### src/rtl/bank_streamer.sv
// bank_streamer
//   Snapshots a DEPTH x WIDTH register bank on request and streams the first
//   count_i words out over a valid/ready handshake, so the bank can keep taking
//   pushes while the stream drains.
//
// Ports
//   clk_i    in   single clock, rising edge
//   rst_i    in   asynchronous active-high reset
//   start_i  in   snapshot+stream request, sampled only in IDLE
//   count_i  in   words to stream (0..DEPTH, larger values clamp to DEPTH)
//   bank_i   in   bank contents, word k = bank_i[k*WIDTH +: WIDTH]
//   ready_i  in   downstream ready
//   data_o   out  current word
//   valid_o  out  data_o valid
//   last_o   out  current word is the final one of the burst
//   busy_o   out  high in STREAM and DONE
//   done_o   out  one-cycle pulse at the end of a burst
module bank_streamer #(
    parameter int WIDTH = 32,
    parameter int DEPTH = 32,
    localparam int CW = $clog2(DEPTH + 1)
) (
    input  logic                   clk_i,
    input  logic                   rst_i,
    input  logic                   start_i,
    input  logic [CW-1:0]          count_i,
    input  logic [DEPTH*WIDTH-1:0] bank_i,
    input  logic                   ready_i,
    output logic [WIDTH-1:0]       data_o,
    output logic                   valid_o,
    output logic                   last_o,
    output logic                   busy_o,
    output logic                   done_o
);

    // Width needed to address one of DEPTH snapshot words.
    localparam int IW = (DEPTH > 1) ? $clog2(DEPTH) : 1;

    typedef enum logic [1:0] {
        IDLE,
        STREAM,
        DONE
    } state_t;

    state_t           state;
    logic [CW-1:0]    idx;
    logic [CW-1:0]    cnt;
    logic [CW-1:0]    cnt_clamped;
    logic [CW-1:0]    idx_next;
    logic [WIDTH-1:0] snap [DEPTH];

    logic [WIDTH-1:0] data_r;
    logic             valid_r;
    logic             last_r;
    logic             busy_r;
    logic             done_r;

    always_comb begin
        cnt_clamped = (count_i > CW'(DEPTH)) ? CW'(DEPTH) : count_i;
        idx_next    = idx + CW'(1);
    end

    // Outputs are registered: the word, valid and last for the next cycle are
    // loaded in the same edge that moves idx, so they never glitch while
    // stalled and all clear asynchronously on reset.
    always_ff @(posedge clk_i or posedge rst_i) begin
        if (rst_i) begin
            state   <= IDLE;
            idx     <= '0;
            cnt     <= '0;
            for (int unsigned k = 0; k < DEPTH; k++) begin
                snap[k] <= '0;
            end
            data_r  <= '0;
            valid_r <= 1'b0;
            last_r  <= 1'b0;
            busy_r  <= 1'b0;
            done_r  <= 1'b0;
        end else begin
            case (state)
                IDLE: begin
                    done_r <= 1'b0;
                    busy_r <= 1'b0;
                    if (start_i) begin
                        if (cnt_clamped != '0) begin
                            for (int unsigned k = 0; k < DEPTH; k++) begin
                                snap[k] <= bank_i[k*WIDTH +: WIDTH];
                            end
                            cnt     <= cnt_clamped;
                            idx     <= '0;
                            data_r  <= bank_i[0 +: WIDTH];
                            valid_r <= 1'b1;
                            last_r  <= (cnt_clamped == CW'(1));
                            busy_r  <= 1'b1;
                            state   <= STREAM;
                        end else begin
                            // Empty burst: go straight to the done pulse.
                            busy_r <= 1'b1;
                            done_r <= 1'b1;
                            state  <= DONE;
                        end
                    end
                end

                STREAM: begin
                    // valid_r is always high here, so ready_i alone marks a handshake.
                    if (ready_i) begin
                        if (last_r) begin
                            data_r  <= '0;
                            valid_r <= 1'b0;
                            last_r  <= 1'b0;
                            done_r  <= 1'b1;
                            state   <= DONE;
                        end else begin
                            idx    <= idx_next;
                            data_r <= snap[idx_next[IW-1:0]];
                            last_r <= (idx_next == cnt - CW'(1));
                        end
                    end
                end

                DONE: begin
                    done_r <= 1'b0;
                    busy_r <= 1'b0;
                    state  <= IDLE;
                end

                default: begin
                    state <= IDLE;
                end
            endcase
        end
    end

    assign data_o  = data_r;
    assign valid_o = valid_r;
    assign last_o  = last_r;
    assign busy_o  = busy_r;
    assign done_o  = done_r;

endmodule

### config.mk
export PLATFORM = sky130hd
export DESIGN_NAME = bank_streamer
export DESIGN_NICKNAME = d
export VERILOG_FILES = /design/src/rtl/bank_streamer.sv
export SDC_FILE = /design/constraint.sdc
export NUM_CORES = 2
export LEC_CHECK = 0
export CORE_MARGIN = 2
export CORE_UTILIZATION = 25
export DETAILED_ROUTE_END_ITERATION = 6
export MAX_ROUTING_LAYER = met4
export SETUP_SLACK_MARGIN = 0.3
export SYNTH_ARGS = -nofsm -noshare
export SYNTH_HDL_FRONTEND = slang
export SYNTH_SLANG_ARGS = --single-unit
### constraint.sdc
create_clock -name clk_i -period 39.4 [get_ports clk_i]
set_clock_uncertainty 0.15 [all_clocks]
set_input_delay 7.88 -clock clk_i [delete_from_list [all_inputs] [get_ports clk_i]]
set_output_delay 7.88 -clock clk_i [all_outputs]
set_load 0.1 [all_outputs]
==> run_results.csv <==
group,metric,value,unit
run_status,outcome,"complete, no violations",
drt,via_count,41500,
synthesis,post-synth-top-count-cell,"nand2_1",
global_route,grt_start_max_net_pins,171,
worst_setup_path,start_kind,"primary input",
clock_tree,cts_resized,0,
worst_setup_path,cp.arrival,13.99,ns
run,drv_cap,0,
drt,drtAntennaViolNets,0,
synthesis,synthTopCellsByArea,"dfrtp_1 55%, nand2_1 25%, mux4_2 12%",
timing,tightest_slew,1.17,ns
drt,viasPerCell,4.66,
clock_tree,cts_tree,"built",
synthesis,synth_edf_count,0,
global_route,overflow,0,
global_route,antenna_found_initial,102,
clock_tree,clkLatencyLatePin,0.82,ns
cells_and_area,utilization,34.3,%
timing,finalSetupViolCount,0,
pwr,p_int,3.14,mW
placed_design,dp_hpwl,170000,um
synthesis,ys_ff_latch,1074,
clock_tree,cts_root_buffer,"clkbuf_16",
pwr,power_density,78.9,nW/um^2
pwr,finalPower,5.26,mW
min_path,hold_class,"reg2reg",
global_route,grt_pass1_vias,41800,
cells_and_area,drive_gt1_share,9.36,%
clock_tree,clock_path_buffers,3,
worst_setup_path,cp-end-kind,"flip-flop",
synthesis,synth_top_cell_area_share,54.9,%
synthesis,synth_seq_area_share,54.9,%
synthesis,ys.flop_type,"dfrtp_1",
cells_and_area,area_growth,36.3,%
pwr,p_comb_share,38.3,%
floorplan,die_h,446,um
drt,drt_first_iter_violations,3517,
pwr,peakVddDrop,51.7,uV
pwr,p_clk_share,24.6,%
pwr,p_sw_share,40.2,%
clock_tree,clock_tree.htree_level_count,4,
floorplan,initial_core_util,25.1,%
synthesis,ys_types,52,
synthesis,synth_area,48900,um^2
floorplan,rows,162,
global_route,grt_pass1_wl,313000,um
drt,drt-pass1-iter-count,6,
floorplan,die_area,199000,um^2
floorplan,die_w,446,um
clock_tree,hold_buffers,0,
drt,avgRoutedWirePerCell,25.3,um
worst_setup_path,critPathRequiredTime,39.97,ns
placed_design,place_inst,8596,
pwr,leakagePower,31.6,nW
timing,rsz0062_at_grt,"false",
synthesis,synthArstFlopShare,100,%
floorplan,design.core.area,195000,um^2
timing,fin_crit_sh,34.1,%
cells_and_area,layout.nets,7229,
cells_and_area,n_fill_cell,19800,
placed_design,port_buffers,1069,
global_route,track_usage,22.8,%
timing,fin_crit,13.42,ns
synthesis,syn_nets,6298,
drt,routed_wl,226000,um
clock_tree,post_cts_buffers,0,
synthesis,avgSynthCellArea,9.30,um^2
timing,drv_slew,0,
placed_design,place_congestion,0.914,
clock_tree,numCtsBuffers,133,
synthesis,yosys_warnings,0,
clock_tree,clk_pin_slew,0.06,ns
synthesis,synth_commonest_cells,"3221 x nand2_1, 1074 x dfrtp_1, 260 x mux4_2",
timing,slew_headroom,21.9,%
clock_tree,clkSinkCount,1074,
timing,max_freq,74.5,MHz
synthesis,yosysTopAreaCell,"dfrtp_1",
cells_and_area,layout.cells.non_filler,8914,
worst_setup_path,path_max_fanout,112,
worst_setup_path,worstSetupPathType,"in2reg",
timing,setup_tns,0,ns
timing,hold_viol,0,
pwr,p_sw,2.12,mW
drt,drc,0,
synthesis,synth_cells,5258,
pwr,seqPwrFrac,37.0,%
floorplan,ios,1070,
power by group through the flow:
| stage | logic (mW) | registers, mW | clock network, mW |
|---|---|---|---|
| global placement | 2.02 | 1.93 | 0 |
| CTS | 2.06 | 1.94 | 1.32 |
| finish | 2.02 | 1.95 | 1.29 |
| global route | 2.23 | 2.00 | 1.37 |
| detailed placement | 2.05 | 1.95 | 0 |
| floorplan | 1.22 | 1.97 | 0 |
layout make-up:
| cell class | instances | area [um^2] | area share [%] |
|---|---|---|---|
| Clock buffer | 188 | 3770 | 5.66 |
| Timing Repair Buffer | 1132 | 11200 | 16.8 |
| Tap cell | 2542 | 3180 | 4.77 |
| Sequential cell | 1074 | 26900 | 40.3 |
| Antenna cell | 77 | 193 | 0.289 |
| Clock inverter | 53 | 818 | 1.23 |
| Multi-Input combinational cell | 3841 | 20600 | 30.9 |
| Inverter | 7 | 33.8 | 0.0507 |
metrics by stage:
stage                     cell area (um^2)  hold WS [ns]  setup WS (ns)
after floorplan                      48900         0.290           1.14
after global placement               61900         0.302          25.43
after detailed placement             61900         0.307          25.26
after CTS                            66500         0.322          26.10
after global routing                 66700         0.336          25.57
final                                66700         0.317          25.98
worst paths after layout:
kind                       slack (ns)  startpoint  cells after the start         to
max in group asynchronous       26.97       rst_i                      7   snap[41]
setup reg to reg                33.13    state[1]                     11  snap[530]
min in group asynchronous        7.44       rst_i                      2  snap[392]
hold reg to reg                  0.32   snap[435]                      2  snap[435]
hold / removal                   0.32   snap[435]                      2  snap[435]
setup / recovery                25.98  count_i[1]                     11  snap[133]
cells in the final DEF, fill, tap and decap left out, types with 19 or more instances in the layout:
master / n
clkbuf_1: 31
diode_2: 77
buf_4: 83
nand3_1: 24
nand2_1: 3221
nand4_1: 21
nor3b_1: 23
mux2i_1: 29
clkdlybuf4s50_1: 1042
a22oi_1: 28
clkbuf_16: 133
a211o_1: 19
nor2_1: 35
dfrtp_1: 1073
clkbuf_8: 24
mux4_2: 260
a21oi_1: 47
flip-flops by register name, summed over array words and instances, names as in the netlist:
signal	cells
valid_o	1
idx	6
data_o	32
state	2
busy_o	1
done_o	1
last_o	1
snap	1024
cnt	6
cells by family after synthesis:
| kind of cell | count (synthesis) | share of synthesized area, % |
|---|---|---|
| and+or+nand+nor | 3372 | 26.6 |
| DFF | 1074 | 54.9 |
| buffers and inverters | 343 | 3.13 |
| muxes | 295 | 12.7 |
| AOI/OAI and AO/OA | 152 | 2.16 |
| xor gates and xnor gates | 16 | 0.340 |
| adders and majority gates | 6 | 0.153 |
layer usage:
metal | wire [um] | GRT usage, % | part of all wire (%)
met4 | 11700 | 11.3 | 5.2
met3 | 12900 | 4.33 | 5.7
met5 | 0 | - | 0
met2 | 108000 | 35.9 | 48
met1 | 92600 | 28.1 | 41
worst max-delay path, stage by stage:
cell	delay, ns
clkdlybuf4s50_1	0.44
or3_4	0.43
nor3_1	0.24
nand2b_1	0.17
nand3_4	0.74
buf_4	0.90
buf_4	0.71
buf_4	0.97
buf_4	0.94
nand2_1	0.14
nand2_1	0.10
Power figures use the tool's default switching activity.
